**src/rtl/dccm_port_arbiter_pkg.sv**
```systemverilog
// dccm_port_arbiter_pkg: shared types and defaults for the DCCM port arbiter.
package dccm_port_arbiter_pkg;
    localparam int DCCM_XLEN = 32;
    localparam int DCCM_AW = 32;
    localparam int DCCM_ARB_STARVE_LIMIT = 8;

    typedef enum logic [1:0] {ARB_NONE, ARB_LSU, ARB_DMA} arb_owner_e;

    typedef struct packed {
        logic                   wen;
        logic [DCCM_AW-1:0]     addr;
        logic [DCCM_XLEN-1:0]   wdata;
        logic [DCCM_XLEN/8-1:0] wmask;
    } dccm_req_t;
endpackage

```
**src/rtl/dccm_port_arbiter_if.sv**
```systemverilog
// dccm_port_arbiter_if: LSU/DMA request-response channels and the DCCM macro port.
interface dccm_port_arbiter_if
    import dccm_port_arbiter_pkg::*;
#(
    parameter int XLEN = DCCM_XLEN,
    parameter int AW = DCCM_AW
);
    logic              lsu_req_valid, lsu_req_ready, lsu_req_wen;
    logic [AW-1:0]     lsu_req_addr;
    logic [XLEN-1:0]   lsu_req_wdata;
    logic [XLEN/8-1:0] lsu_req_wmask;
    logic              lsu_rsp_valid;
    logic [XLEN-1:0]   lsu_rsp_rdata;
    logic              dma_req_valid, dma_req_ready, dma_req_wen;
    logic [AW-1:0]     dma_req_addr;
    logic [XLEN-1:0]   dma_req_wdata;
    logic [XLEN/8-1:0] dma_req_wmask;
    logic              dma_rsp_valid;
    logic [XLEN-1:0]   dma_rsp_rdata;
    logic              dccm_ren, dccm_wen;
    logic [AW-1:0]     dccm_raddr, dccm_waddr;
    logic [XLEN-1:0]   dccm_wdata, dccm_rdata;
    logic [XLEN/8-1:0] dccm_wmask;

    modport slave (
        input  lsu_req_valid, lsu_req_wen, lsu_req_addr, lsu_req_wdata, lsu_req_wmask,
        output lsu_req_ready, lsu_rsp_valid, lsu_rsp_rdata,
        input  dma_req_valid, dma_req_wen, dma_req_addr, dma_req_wdata, dma_req_wmask,
        output dma_req_ready, dma_rsp_valid, dma_rsp_rdata,
        output dccm_ren, dccm_raddr, dccm_wen, dccm_waddr, dccm_wdata, dccm_wmask,
        input  dccm_rdata
    );

    modport master (
        output lsu_req_valid, lsu_req_wen, lsu_req_addr, lsu_req_wdata, lsu_req_wmask,
        input  lsu_req_ready, lsu_rsp_valid, lsu_rsp_rdata,
        output dma_req_valid, dma_req_wen, dma_req_addr, dma_req_wdata, dma_req_wmask,
        input  dma_req_ready, dma_rsp_valid, dma_rsp_rdata,
        input  dccm_ren, dccm_raddr, dccm_wen, dccm_waddr, dccm_wdata, dccm_wmask,
        output dccm_rdata
    );
endinterface

```
**src/rtl/dccm_port_arbiter_starve_ctr.sv**
```systemverilog
// dccm_arb_starve_ctr: saturating count of consecutive blocked DMA cycles.
module dccm_arb_starve_ctr
    import dccm_port_arbiter_pkg::*;
#(
    parameter int LIMIT = DCCM_ARB_STARVE_LIMIT,
    parameter int W = 8
) (
    input  logic clk,
    input  logic rstn,
    input  logic inc_i,
    input  logic clr_i,
    output logic at_limit_o
);
    logic [W-1:0] cnt_q, cnt_d;

    assign at_limit_o = cnt_q == W'(LIMIT);

    always_comb cnt_d = clr_i ? '0 : (inc_i && !at_limit_o) ? cnt_q + 1'b1 : cnt_q;

    always_ff @(posedge clk) cnt_q <= rstn ? cnt_d : '0;
endmodule

```
**src/rtl/dccm_port_arbiter.sv**
```systemverilog
// dccm_port_arbiter: LSU-priority DCCM port sharing with a DMA starvation guard.
// Define DCCM_ARB_PERF_CNT_EN to add saturating grant/force performance counters.
module dccm_port_arbiter
    import dccm_port_arbiter_pkg::*;
#(
    parameter int XLEN = DCCM_XLEN,
    parameter int AW = DCCM_AW,
    parameter int STARVE_LIMIT = DCCM_ARB_STARVE_LIMIT,
    parameter int CNT_W = 8
) (
    input  logic clk,
    input  logic rstn,
    dccm_port_arbiter_if.slave bus
`ifdef DCCM_ARB_PERF_CNT_EN
    ,
    output logic [31:0] lsu_gnt_cnt,
    output logic [31:0] dma_gnt_cnt,
    output logic [31:0] dma_force_cnt
`endif
);
    logic            at_limit, force_dma, gnt_dma, gnt_lsu, dma_blocked;
    logic            wen_q, wen_d, lsu_rsp_valid, dma_rsp_valid;
    arb_owner_e      owner_q, owner_d;
    dccm_req_t       lsu_req, dma_req, sel;
    logic [XLEN-1:0] lsu_rdata_q, lsu_rdata_d, dma_rdata_q, dma_rdata_d;
    logic [XLEN-1:0] rsp_data, lsu_rsp_rdata, dma_rsp_rdata;

    assign lsu_req = '{bus.lsu_req_wen, bus.lsu_req_addr, bus.lsu_req_wdata, bus.lsu_req_wmask};
    assign dma_req = '{bus.dma_req_wen, bus.dma_req_addr, bus.dma_req_wdata, bus.dma_req_wmask};

    // Grants are masked during reset so nothing reaches the macro while rstn is low.
    always_comb begin
        force_dma = at_limit & bus.dma_req_valid;
        gnt_dma = rstn & bus.dma_req_valid & (~bus.lsu_req_valid | force_dma);
        gnt_lsu = rstn & bus.lsu_req_valid & ~gnt_dma;
        sel = gnt_dma ? dma_req : gnt_lsu ? lsu_req : '0;
    end

    assign dma_blocked = bus.dma_req_valid & ~gnt_dma;

    dccm_arb_starve_ctr #(.LIMIT(STARVE_LIMIT), .W(CNT_W)) u_starve (
        .clk(clk),
        .rstn(rstn),
        .inc_i(dma_blocked),
        .clr_i(~dma_blocked),
        .at_limit_o(at_limit)
    );

    assign bus.lsu_req_ready = gnt_lsu;
    assign bus.dma_req_ready = gnt_dma;
    assign bus.dccm_ren = (gnt_lsu | gnt_dma) & ~sel.wen;
    assign bus.dccm_wen = (gnt_lsu | gnt_dma) & sel.wen;
    assign bus.dccm_raddr = bus.dccm_ren ? sel.addr : '0;
    assign bus.dccm_waddr = bus.dccm_wen ? sel.addr : '0;
    assign bus.dccm_wdata = bus.dccm_wen ? sel.wdata : '0;
    assign bus.dccm_wmask = bus.dccm_wen ? sel.wmask : '0;

    always_ff @(posedge clk) begin
        if (!rstn) begin
            owner_q <= ARB_NONE;
            wen_q <= 1'b0;
            lsu_rdata_q <= '0;
            dma_rdata_q <= '0;
        end else begin
            owner_q <= owner_d;
            wen_q <= wen_d;
            lsu_rdata_q <= lsu_rdata_d;
            dma_rdata_q <= dma_rdata_d;
        end
    end

    always_comb begin
        owner_d = gnt_dma ? ARB_DMA : gnt_lsu ? ARB_LSU : ARB_NONE;
        wen_d = sel.wen;
        lsu_rdata_d = lsu_rsp_rdata;
        dma_rdata_d = dma_rsp_rdata;
    end

    // The non-owner keeps presenting its last response data.
    always_comb begin
        rsp_data = wen_q ? '0 : bus.dccm_rdata;
        lsu_rsp_valid = rstn && owner_q == ARB_LSU;
        dma_rsp_valid = rstn && owner_q == ARB_DMA;
        lsu_rsp_rdata = lsu_rsp_valid ? rsp_data : lsu_rdata_q;
        dma_rsp_rdata = dma_rsp_valid ? rsp_data : dma_rdata_q;
    end

    assign bus.lsu_rsp_valid = lsu_rsp_valid;
    assign bus.dma_rsp_valid = dma_rsp_valid;
    assign bus.lsu_rsp_rdata = lsu_rsp_rdata;
    assign bus.dma_rsp_rdata = dma_rsp_rdata;

`ifdef DCCM_ARB_PERF_CNT_EN
    logic [31:0] lsu_gnt_q, dma_gnt_q, dma_force_q;

    always_ff @(posedge clk) begin
        if (!rstn) begin
            lsu_gnt_q <= '0;
            dma_gnt_q <= '0;
            dma_force_q <= '0;
        end else begin
            lsu_gnt_q <= lsu_gnt_q + 32'(gnt_lsu && lsu_gnt_q != '1);
            dma_gnt_q <= dma_gnt_q + 32'(gnt_dma && dma_gnt_q != '1);
            dma_force_q <= dma_force_q + 32'(gnt_dma && force_dma && bus.lsu_req_valid && dma_force_q != '1);
        end
    end

    assign lsu_gnt_cnt = lsu_gnt_q;
    assign dma_gnt_cnt = dma_gnt_q;
    assign dma_force_cnt = dma_force_q;
`endif
endmodule

```
**src/flat_wrapper.sv**
```systemverilog
// flat-port wrapper written by rule: the top's interface ports become plain ports
module dccm_port_arbiter_flat import dccm_port_arbiter_pkg::*;
#(
    parameter int XLEN = DCCM_XLEN,
    parameter int AW = DCCM_AW,
    parameter int STARVE_LIMIT = DCCM_ARB_STARVE_LIMIT,
    parameter int CNT_W = 8
)
  (clk, rstn, bus_lsu_req_valid, bus_lsu_req_wen, bus_lsu_req_addr, bus_lsu_req_wdata, bus_lsu_req_wmask, bus_lsu_req_ready, bus_lsu_rsp_valid, bus_lsu_rsp_rdata, bus_dma_req_valid, bus_dma_req_wen, bus_dma_req_addr, bus_dma_req_wdata, bus_dma_req_wmask, bus_dma_req_ready, bus_dma_rsp_valid, bus_dma_rsp_rdata, bus_dccm_ren, bus_dccm_raddr, bus_dccm_wen, bus_dccm_waddr, bus_dccm_wdata, bus_dccm_wmask, bus_dccm_rdata);
  dccm_port_arbiter_if #(.XLEN(XLEN), .AW(AW)) bus_i ();
  input  logic clk;
  input  logic rstn;
  input wire logic [$bits(bus_i.lsu_req_valid)-1:0] bus_lsu_req_valid;
  input wire logic [$bits(bus_i.lsu_req_wen)-1:0] bus_lsu_req_wen;
  input wire logic [$bits(bus_i.lsu_req_addr)-1:0] bus_lsu_req_addr;
  input wire logic [$bits(bus_i.lsu_req_wdata)-1:0] bus_lsu_req_wdata;
  input wire logic [$bits(bus_i.lsu_req_wmask)-1:0] bus_lsu_req_wmask;
  output wire logic [$bits(bus_i.lsu_req_ready)-1:0] bus_lsu_req_ready;
  output wire logic [$bits(bus_i.lsu_rsp_valid)-1:0] bus_lsu_rsp_valid;
  output wire logic [$bits(bus_i.lsu_rsp_rdata)-1:0] bus_lsu_rsp_rdata;
  input wire logic [$bits(bus_i.dma_req_valid)-1:0] bus_dma_req_valid;
  input wire logic [$bits(bus_i.dma_req_wen)-1:0] bus_dma_req_wen;
  input wire logic [$bits(bus_i.dma_req_addr)-1:0] bus_dma_req_addr;
  input wire logic [$bits(bus_i.dma_req_wdata)-1:0] bus_dma_req_wdata;
  input wire logic [$bits(bus_i.dma_req_wmask)-1:0] bus_dma_req_wmask;
  output wire logic [$bits(bus_i.dma_req_ready)-1:0] bus_dma_req_ready;
  output wire logic [$bits(bus_i.dma_rsp_valid)-1:0] bus_dma_rsp_valid;
  output wire logic [$bits(bus_i.dma_rsp_rdata)-1:0] bus_dma_rsp_rdata;
  output wire logic [$bits(bus_i.dccm_ren)-1:0] bus_dccm_ren;
  output wire logic [$bits(bus_i.dccm_raddr)-1:0] bus_dccm_raddr;
  output wire logic [$bits(bus_i.dccm_wen)-1:0] bus_dccm_wen;
  output wire logic [$bits(bus_i.dccm_waddr)-1:0] bus_dccm_waddr;
  output wire logic [$bits(bus_i.dccm_wdata)-1:0] bus_dccm_wdata;
  output wire logic [$bits(bus_i.dccm_wmask)-1:0] bus_dccm_wmask;
  input wire logic [$bits(bus_i.dccm_rdata)-1:0] bus_dccm_rdata;
  assign bus_i.lsu_req_valid = bus_lsu_req_valid;
  assign bus_i.lsu_req_wen = bus_lsu_req_wen;
  assign bus_i.lsu_req_addr = bus_lsu_req_addr;
  assign bus_i.lsu_req_wdata = bus_lsu_req_wdata;
  assign bus_i.lsu_req_wmask = bus_lsu_req_wmask;
  assign bus_lsu_req_ready = bus_i.lsu_req_ready;
  assign bus_lsu_rsp_valid = bus_i.lsu_rsp_valid;
  assign bus_lsu_rsp_rdata = bus_i.lsu_rsp_rdata;
  assign bus_i.dma_req_valid = bus_dma_req_valid;
  assign bus_i.dma_req_wen = bus_dma_req_wen;
  assign bus_i.dma_req_addr = bus_dma_req_addr;
  assign bus_i.dma_req_wdata = bus_dma_req_wdata;
  assign bus_i.dma_req_wmask = bus_dma_req_wmask;
  assign bus_dma_req_ready = bus_i.dma_req_ready;
  assign bus_dma_rsp_valid = bus_i.dma_rsp_valid;
  assign bus_dma_rsp_rdata = bus_i.dma_rsp_rdata;
  assign bus_dccm_ren = bus_i.dccm_ren;
  assign bus_dccm_raddr = bus_i.dccm_raddr;
  assign bus_dccm_wen = bus_i.dccm_wen;
  assign bus_dccm_waddr = bus_i.dccm_waddr;
  assign bus_dccm_wdata = bus_i.dccm_wdata;
  assign bus_dccm_wmask = bus_i.dccm_wmask;
  assign bus_i.dccm_rdata = bus_dccm_rdata;
  dccm_port_arbiter #(.XLEN(XLEN), .AW(AW), .STARVE_LIMIT(STARVE_LIMIT), .CNT_W(CNT_W)) u_core (.clk(clk), .rstn(rstn), .bus(bus_i));
endmodule
```
**config.mk**
```make
export PLATFORM = sky130hd
export DESIGN_NAME = dccm_port_arbiter_flat
export DESIGN_NICKNAME = d
export VERILOG_FILES = /design/src/rtl/dccm_port_arbiter_pkg.sv /design/src/rtl/dccm_port_arbiter_if.sv /design/src/rtl/dccm_port_arbiter_starve_ctr.sv /design/src/rtl/dccm_port_arbiter.sv /design/src/flat_wrapper.sv
export SDC_FILE = /design/constraint.sdc
export NUM_CORES = 1
export LEC_CHECK = 0
export ABC_AREA = 1
export CAP_MARGIN = 20
export CORE_AREA = 3 3 131 133
export DETAILED_ROUTE_END_ITERATION = 7
export DIE_AREA = 0 0 134 136
export DONT_BUFFER_PORTS = 1
export MAX_ROUTING_LAYER = met4
export SLEW_MARGIN = 20
export SYNTH_ARGS = -nofsm -noshare
export SYNTH_HDL_FRONTEND = slang
export SYNTH_SLANG_ARGS = --single-unit
```
**constraint.sdc**
```tcl
create_clock -name clk -period 2.2 [get_ports clk]
set_input_delay 0.11 -clock clk [delete_from_list [all_inputs] [get_ports clk]]
set_output_delay 0.11 -clock clk [all_outputs]
set_load 0.1 [all_outputs]
```
======== Word-level counts from Yosys, hierarchy flattened ========
Index checks and enable logic that the tools add are counted.
word-level totals
  bits of input ports ..................... 174
  output and inout port bits .............. 170
  register bits after elaboration ......... 75
operators by class
  mux-type cells .......................... 11
  bitwise operators ....................... 14
  equal/unequal tests ..................... 3
  reductions and logical operators ........ 6
  $add $sub $neg .......................... 1
operators with widths
  operator               number
  $mux W32               6
  $mux W69               2
  $add A8 B1 Y8 const B  1
  $and A1 B1 Y1          8
  $eq A8 B4 Y1 const B   1
  $mux W4                1
  $not A1 Y1             4
  $logic_and A1 B1 Y1    3
  $eq A2 B1 Y1 const B   1
  $eq A2 B2 Y1 const B   1
  $mux W2                1
  $or A1 B1 Y1           2
  $reduce_and A2 Y1      1
  $reduce_or A2 Y1       1
  $logic_not A1 Y1       1
  $mux W1                1

======== Longest topological paths before layout ========
Gate-level depths: netlist of the first run.
  depth after elaboration ................. 11
  mapped depth ............................ 11

======== Cells and area by module ========
A second synthesis of the first run with hierarchy kept.
second synthesis, totals
  cell total of the unflattened synthesis .. 948
  area, all modules ....................... 5082.4 sq um
by module, submodules not included
  module               area each (sq um)  cells an instance  instances
  dccm_port_arbiter    4585.6             872                1
  dccm_arb_starve_ctr  496.7              76                 1

======== Worst setup path before layout of the first run ========
OpenSTA, ideal clock, no wires.
  kind .................................... reg-to-output
  start ................................... register u_core.u_starve.cnt_q[0]
  end ..................................... output bus_dccm_raddr[22]
  stages on the path, launching flop included .. 10
  path buffers ............................ 1
  required time ........................... 2.090 ns
  arrival time ............................ 2.697 ns
  setup slack ............................. -0.607 ns
  cells stage by stage .................... dfxtp_1 > inv_1 > ha_1 > nand3_1 > o21ai_2 > nand2_2 > nand3_2 > nand3_1 > buf_2 > nor2_1
between the ends
  longest elaborated chain between the ends .. 11
ends and longest elaborated chain
  element                 RTL line                            text
  start, declared         dccm_port_arbiter_starve_ctr.sv:14  logic [W-1:0] cnt_q, cnt_d;
  start signal, assigned  dccm_port_arbiter_starve_ctr.sv:20  always_ff @(posedge clk) cnt_q <= rstn ? cnt_d : '0;
  $eq A8 B4 Y1 *          dccm_port_arbiter_starve_ctr.sv:16  assign at_limit_o = cnt_q == W'(LIMIT);
  $and A1 B1 Y1 *         dccm_port_arbiter.sv:33             force_dma = at_limit & bus.dma_req_valid;
  $or A1 B1 Y1 *          dccm_port_arbiter.sv:34             gnt_dma = rstn & bus.dma_req_valid & (~bus.lsu_req_valid | force_dma);
  $and A1 B1 Y1 *         dccm_port_arbiter.sv:34
  $not A1 Y1              dccm_port_arbiter.sv:35             gnt_lsu = rstn & bus.lsu_req_valid & ~gnt_dma;
  $and A1 B1 Y1           dccm_port_arbiter.sv:35
  $mux W69 (2 in series)  dccm_port_arbiter.sv:36             sel = gnt_dma ? dma_req : gnt_lsu ? lsu_req : '0;
  $not A1 Y1              dccm_port_arbiter.sv:51             assign bus.dccm_ren = (gnt_lsu | gnt_dma) & ~sel.wen;
  $and A1 B1 Y1           dccm_port_arbiter.sv:51
  $mux W32 *              dccm_port_arbiter.sv:53             assign bus.dccm_raddr = bus.dccm_ren ? sel.addr : '0;
  end, declared           flat_wrapper.sv:30                  output wire logic [$bits(bus_i.dccm_raddr)-1:0] bus_dccm_raddr;
Mark *: on every way between the ends. The rest lies on a longest branch, timed or not.

======== Worst setup path after layout of the first run ========
  start ................................... register u_core.u_starve.cnt_q[0]
  end ..................................... output bus_dccm_wdata[30]
between the ends
  longest elaborated chain between the ends .. 10
ends and longest elaborated chain
  element                 RTL line                            text
  $eq A8 B4 Y1 *          dccm_port_arbiter_starve_ctr.sv:16
  $and A1 B1 Y1 *         dccm_port_arbiter.sv:33
  $or A1 B1 Y1 *          dccm_port_arbiter.sv:34
  $and A1 B1 Y1 *         dccm_port_arbiter.sv:34
  $not A1 Y1              dccm_port_arbiter.sv:35
  $and A1 B1 Y1           dccm_port_arbiter.sv:35
  $mux W69 (2 in series)  dccm_port_arbiter.sv:36
  $and A1 B1 Y1           dccm_port_arbiter.sv:52             assign bus.dccm_wen = (gnt_lsu | gnt_dma) & sel.wen;
  $mux W32 *              dccm_port_arbiter.sv:55             assign bus.dccm_wdata = bus.dccm_wen ? sel.wdata : '0;
  end, declared           flat_wrapper.sv:33                  output wire logic [$bits(bus_i.dccm_wdata)-1:0] bus_dccm_wdata;
Marked as above.

==> flow_summary_export.csv, run 1 <==
group,metric,value,unit
outcome,outcome,"finished with violations",
outcome,violations,"hold timing, setup timing",
power,p_per_area,461,mW/mm2
timing,fin_crit_sh,105,%
synth,netlist.top_cell.by_area,"dfxtp_1",
synth,ys_ff_latch,75,
routing,drt_iter0_drc,445,
run,drv_cap,0,
layout,final_common_cell,"nand2_1",
timing,fmax,432,MHz
synth,ys.flop_type,"dfxtp_1",
placement,io_buffers,0,
critical_path,cp-startpoint,"u_core.u_starve.cnt_q[0]$_SDFFE_PN0P_",
global_route,grt_pass1_vias,6056,
clock_network,cts_buffers,9,
synth,netlist_area,0.00506,mm2
synth,synth_top_area_share,29.7,%
critical_path,crit_fanout,7,
layout,post-route-util,67.0,%
synth,yosys_warnings,0,
timing,hold_slack,-0.0501,ns
timing,final-hold-violation-count,1,
clock_network,clkTransAtPathRegs,0.06,ns
global_route,antenna_found_initial,2,
global_route,grt_overflow,0,
die,start_util,31.7,%
routing,drt-total-wl,24900,um
layout,nNetsFinal,1298,
routing,first_pass_iters,8,
synth,ys_seq_area_share,29.7,%
clock_network,clock_sinks,75,
critical_path,cp.required,2.09,ns
synth,synthesis.nets,1111,
timing,finClkSkew,0.00911,ns
synth,synthTopCellsByArea,"dfxtp_1, nand2_1, nand3_1",
power,total_power,4.92,mW
critical_path,path_class,"reg -> out",
timing,relSlewSlack,54.8,%
global_route,grt_max_degree,65,
timing,worst_pin_slew,0.678,ns
timing,finalWorstSetupSlack,-0.115,ns
routing,wire_per_inst,18.5,um
routing,drc,0,
placement,placedCellCount,1287,
clock_network,cts_buffer_depth,2,
die,dieArea,0.0182,mm2
routing,vias,6716,
critical_path,r2r_start,"u_core.u_starve.cnt_q[0]$_SDFFE_PN0P_",
clock_network,cts_root_buffer,"clkbuf_16",
layout,drive_above_1_share,45.5,%
layout,areaGrowthSynthToFinish,111,%
synth,synthCells,935,
routing,antenna_left,0,
layout,instances_no_fill,1345,
routing,vias_per_cell,4.99,
power,leakagePower,5.23,nW
timing,slew_viol_final,0,
critical_path,cp-end-kind,"primary output",
critical_path,arrival,2.20,ns
synth,synthArstFlopShare,0,%
die,core,0.0159,mm2
placement,place_area,0.00899,mm2
global_route,grtUsageTotal,23.9,%
clock_network,worst_skew_pair.late_latency,0.33,ns
worst_hold_path,hold_path.class,"in -> reg",
die,io_pins,344,
die,num_rows,46,
power,irDropWorstVdd,0.290,mV
die,dieWidth,134,um
clock_network,cts_tree,"yes",
worst_hold_path,min_from,"bus_dma_req_valid",
timing,fin_crit,2.31,ns
synth,synth_edf_count,0,
timing,rsz0062_at_grt,"true",
placement,place_congestion,0.912,
timing,tns,-5.78,ns
synth,ys_types,24,
placement,dp_hpwl,16700,um
global_route,grt_pass1_wl,33300,um
timing,setup_violations,100,
layout,final_cell_mix,"nand2_1, buf_12, nand3_1",
critical_path,startpoint_type,"flip-flop",
synth,synth_area_per_cell,5.41,um2
clock_network,ctsHtreeMaxLevel,3,
layout,post-route-cell-area,0.0107,mm2
die,die_h,136,um
placement,dp_slack,0.113,ns
## path summary, 6_finish.rpt
path | endpoint | slack (ns) | depth (start not counted)
worst min register to register | u_core.lsu_rdata_q[30]$_SDFF_PN0_ | 0.47 | 2
worst max register to register | u_core.u_starve.cnt_q[3]$_SDFFE_PN0P_ | -0.02 | 15
worst min-delay path | u_core.u_starve.cnt_q[2]$_SDFFE_PN0P_ | -0.05 | 2
worst max-delay path | bus_dccm_wdata[30] | -0.11 | 13
## where the power goes
part           internal (mW)  switching [mW]  total (mW)  leakage (nW)
clock                  0.923           0.598        1.52         0.155
sequential              1.39         0.00919        1.40         0.609
combinational          0.655            1.34        2.00          4.47
total                   2.97            1.95        4.92          5.23
## synthesized netlist by cell type, types with 3 or more instances
master    count
inv_1       135
buf_1         6
xor2_1        3
nand2_1     385
nor2_1       73
nand3_1     110
clkbuf_1     34
inv_2        11
buf_2        15
dfxtp_1      75
a21oi_1      70
## kinds of logic after synthesis
kind of cell | after synthesis | synth area share (%)
AO/OA/AOI/OAI | 75 | 7.55
XOR/XNOR | 3 | 0.520
adder cells (fa/ha/maj) | 2 | 0.495
buffers and inverters | 205 | 15.8
flip-flops | 75 | 29.7
AND/OR/NAND/NOR | 575 | 45.9
## state kept, by name, indices dropped and copies added, names as in the netlist
register and flops:
u_core.lsu_rdata_q 32, u_core.u_starve.cnt_q 8, u_core.wen_q 1, u_core.dma_rdata_q 32, u_core.owner_q 2
## critical path, stage by stage (launching register included)
cell and delay, ns:
dfxtp_2 0.33, inv_2 0.08, ha_4 0.14, nand3_4 0.07, o21ai_4 0.25, nand2_4 0.12, buf_12 0.17, inv_16 0.08
buf_8 0.13, nand2_1 0.08, nand2_2 0.11, nand2_4 0.06, clkinvlp_4 0.08, buf_12 0.17
## cell type report
| cell class | instances | area [um2] |
|---|---|---|
| inverters | 148 | 667 |
| fillers | 1198 | 5260 |
| multi-input cells | 655 | 3700 |
| clock inverters | 6 | 72.6 |
| flip-flops and latches | 75 | 1510 |
| repair buffers | 233 | 4220 |
| well taps | 216 | 270 |
| clock buffers | 10 | 239 |
| diodes | 2 | 5.00 |
## layer usage
metal / vias up / part of all wire (%) / wire, um / global-route usage [%]
li1: 3199 / - / - / -
met1: 3091 / 36 / 8980 / 27.9
met2: 361 / 51 / 12800 / 39.9
met3: 65 / 9.0 / 2230 / 7.03
met4: 0 / 3.5 / 879 / 6.91
met5: - / 0 / 0 / -
## timing repair
action,in CTS,in global routing
endpoints found under the hold margin,2,0
gates resized for setup,108,190
gates cloned,5,7
setup endpoints to repair,102,109
buffers inserted,21,8
hold buffers,4,0
pin swaps,11,63
(Power assumes the default switching activity.)
==> inputs of run 2 (changes only) <==
--- a/config.mk
+++ b/config.mk
@@ -11,6 +11,7 @@
 export DETAILED_ROUTE_END_ITERATION = 7
 export DIE_AREA = 0 0 134 136
 export DONT_BUFFER_PORTS = 1
+export GPL_TIMING_DRIVEN = 0
 export MAX_ROUTING_LAYER = met4
 export SLEW_MARGIN = 20
 export SYNTH_ARGS = -nofsm -noshare
==> constraint.sdc (replaced) <==
create_clock -name clk -period 1.86 [get_ports clk]
set_input_delay 0.093 -clock clk [delete_from_list [all_inputs] [get_ports clk]]
set_output_delay 0.093 -clock clk [all_outputs]
set_load 0.1 [all_outputs]
==> run 2 against run 1 <==
Effect of this change: die area unchanged; count of clock-buffer cells in the layout rose by 1; combinational power hardly changed; clock power increased by 6%; critical endpoint is now bus_dccm_wdata[12]; global-route usage is 0.33 points higher; the run ends with setup timing left; wire length fell by 5.6%; non-clock buffer count is 145 lower.
==> flow_summary_export.csv, run 2 (synthesis results as in run 1) <==
group,metric,value,unit
outcome,outcome,"finished with violations",
outcome,violations,"setup timing",
die,dieWidth,134,um
die,start_util,31.7,%
timing,fmax,414,MHz
layout,seqCellArea,0.00151,mm2
power,leakagePower,3.29,nW
timing,rsz0062_at_grt,"true",
routing,vias_per_cell,5.08,
worst_hold_path,whs_path_depth,4,
layout,final_cell_mix,"nand2_1, nand2_2, nand3_1",
timing,slew_viol_final,0,
power,irDropWorstVdd,0.420,mV
placement,dp_hpwl,17400,um
clock_network,cts_buffers,9,
routing,antenna_left,0,
power,p_per_area,624,mW/mm2
critical_path,cp.required,1.77,ns
clock_network,ctsHtreeMaxLevel,3,
critical_path,arrival,2.32,ns
global_route,grt_overflow,0,
power,clkPwrFrac,30.6,%
layout,drive_above_1_share,45.6,%
power,intPower,2.99,mW
layout,final_common_cell,"nand2_1",
timing,setup_violations,103,
timing,worst_pin_slew,0.807,ns
power,p_comb_share,37.8,%
timing,fin_crit,2.42,ns
critical_path,cp-end-kind,"primary output",
critical_path,r2r_start,"u_core.u_starve.cnt_q[0]$_SDFFE_PN0P_",
clock_network,cts_tree,"yes",
worst_hold_path,min_from,"bus_dccm_rdata[31]",
placement,place_congestion,0.860,
layout,post-route-cell-area,0.00843,mm2
timing,finClkSkew,0.00632,ns
routing,drt_iter0_drc,346,
timing,hold_slack,0.0306,ns
timing,final-hold-violation-count,0,
clock_network,cts_buffer_depth,2,
critical_path,ff2ff_path_depth,8,
routing,first_pass_iters,5,
layout,areaGrowthSynthToFinish,66.7,%
layout,multi_input_area,0.00463,mm2
worst_hold_path,hold_path_end,"u_core.dma_rdata_q[31]$_SDFF_PN0_",
routing,drt-total-wl,23500,um
worst_hold_path,hold_path.class,"in -> reg",
timing,relSlewSlack,46.2,%
critical_path,reg2reg_to,"u_core.wen_q$_SDFF_PN0_",
die,dieArea,0.0182,mm2
global_route,grt_pass1_vias,5860,
critical_path,startpoint_type,"flip-flop",
routing,drc,0,
placement,place_area,0.00602,mm2
critical_path,path_class,"reg -> out",
critical_path,r2r_slack,0.06,ns
clock_network,cts_root_buffer,"clkbuf_16",
run,drv_cap,0,
global_route,grtUsageTotal,24.2,%
clock_network,clkTransAtPathRegs,0.06,ns
placement,io_buffers,0,
timing,finalWorstSetupSlack,-0.557,ns
clock_network,clock_sinks,75,
timing,fin_crit_sh,130,%
routing,vias,6093,
power,p_sw_share,43.1,%
global_route,grt_max_degree,13,
timing,tns,-52.44,ns
global_route,antenna_found_initial,1,
layout,instances_no_fill,1199,
layout,largestRegisters,"u_core.dma_rdata_q x32, u_core.lsu_rdata_q x32, u_core.u_starve.cnt_q x8",
layout,nNetsFinal,1153,
clock_network,worst_skew_pair.late_latency,0.34,ns
power,seqPwrFrac,31.6,%
critical_path,crit_fanout,10,
die,core,0.0159,mm2
layout,fillers,1498,
die,num_rows,46,
routing,wire_per_inst,19.6,um
placement,placedCellCount,1151,
layout,post-route-util,52.9,%
global_route,grt_pass1_wl,33300,um
die,die_h,136,um
die,io_pins,344,
power,p_switching,2.27,mW
[run 2: changes by cell type in the layout (fill, tap and decap cells not counted), sizes merged]
cell | previous run | this run
bufbuf | 0 | 1
clkinv | 5 | 17
bufinv | 1 | 0
clkinvlp | 16 | 59
dlygate4sd3 | 3 | 4
clkbuf | 17 | 40
inv | 132 | 77
buf | 223 | 54
diode | 2 | 1
[run 2: area by class of cell]
class / instances / area share (%)
multi-input combinational: 655 / 54.9
sequential: 75 / 17.9
inverter: 148 / 9.87
buffer: 55 / 6.34
timing repair buffer: 33 / 4.47
tap: 216 / 3.21
clock buffer: 11 / 2.88
clock inverter: 5 / 0.341
antenna: 1 / 0.0297
[run 2: critical path, cell delays in order, from the launching register on]
cell and delay, ns:
dfxtp_2 0.33, inv_2 0.06, ha_4 0.13, nand3_4 0.07, o21ai_4 0.21, nand2_4 0.11
buf_12 0.15, buf_8 0.12, clkbuf_16 0.16, nand3_1 0.07, nand2_1 0.08, nand2_2 0.08
clkinvlp_4 0.41
[run 2: metrics by stage]
stage	worst slack (ns)	power (mW)
6_report	-0.557	5.26
5_1_grt	-0.680	5.46
4_1_cts	-0.601	5.19
3_5_place_dp	-0.571	3.31
3_3_place_gp	-0.546	3.30
2_1_floorplan	-0.102	3.12
[run 2: metal layers]
| layer | wire (um) | vias to the layer above | global-route usage [%] |
|---|---|---|---|
| met5 | 0 | - | - |
| met4 | 584 | 0 | 6.57 |
| met3 | 1910 | 38 | 6.77 |
| met2 | 11700 | 271 | 39.9 |
| met1 | 9260 | 2849 | 29.2 |
| li1 | - | 2935 | - |
[run 2: what timing repair did]
item / in CTS / in global routing
hold buffers: 4 / 0
endpoints found under the setup margin: 170 / 172
gates resized for setup: 344 / 132
setup buffers: 18 / 7
endpoints found under the hold margin: 2 / 0
cloned: 3 / 2
pin swaps: 60 / 57
[run 2: worst max-delay path by stage]
| stage | from | end | slack [ns] | depth (start not counted) |
|---|---|---|---|---|
| finish | u_core.u_starve.cnt_q[0]$_SDFFE_PN0P_ | bus_dccm_wdata[12] | -0.56 | 12 |
| global placement | u_core.u_starve.cnt_q[5]$_SDFFE_PN0P_ | bus_dccm_raddr[24] | -0.55 | 9 |
| global route | u_core.u_starve.cnt_q[6]$_SDFFE_PN0P_ | bus_dccm_wdata[26] | -0.68 | 11 |
| detailed placement | u_core.u_starve.cnt_q[5]$_SDFFE_PN0P_ | bus_dccm_raddr[24] | -0.57 | 9 |
| floorplan | u_core.u_starve.cnt_q[1]$_SDFFE_PN0P_ | bus_dccm_raddr[10] | -0.10 | 9 |
| CTS | u_core.u_starve.cnt_q[0]$_SDFFE_PN0P_ | bus_dccm_wdata[10] | -0.60 | 12 |
[run 2: power by group through the flow]
| stage | combinational, mW | sequential, mW | clock (mW) |
|---|---|---|---|
| floorplan | 1.43 | 1.69 | 0 |
| CTS | 1.88 | 1.66 | 1.65 |
| global route | 2.07 | 1.66 | 1.73 |
| global placement | 1.61 | 1.69 | 0 |
| finish | 1.99 | 1.66 | 1.61 |
| detailed placement | 1.61 | 1.69 | 0 |
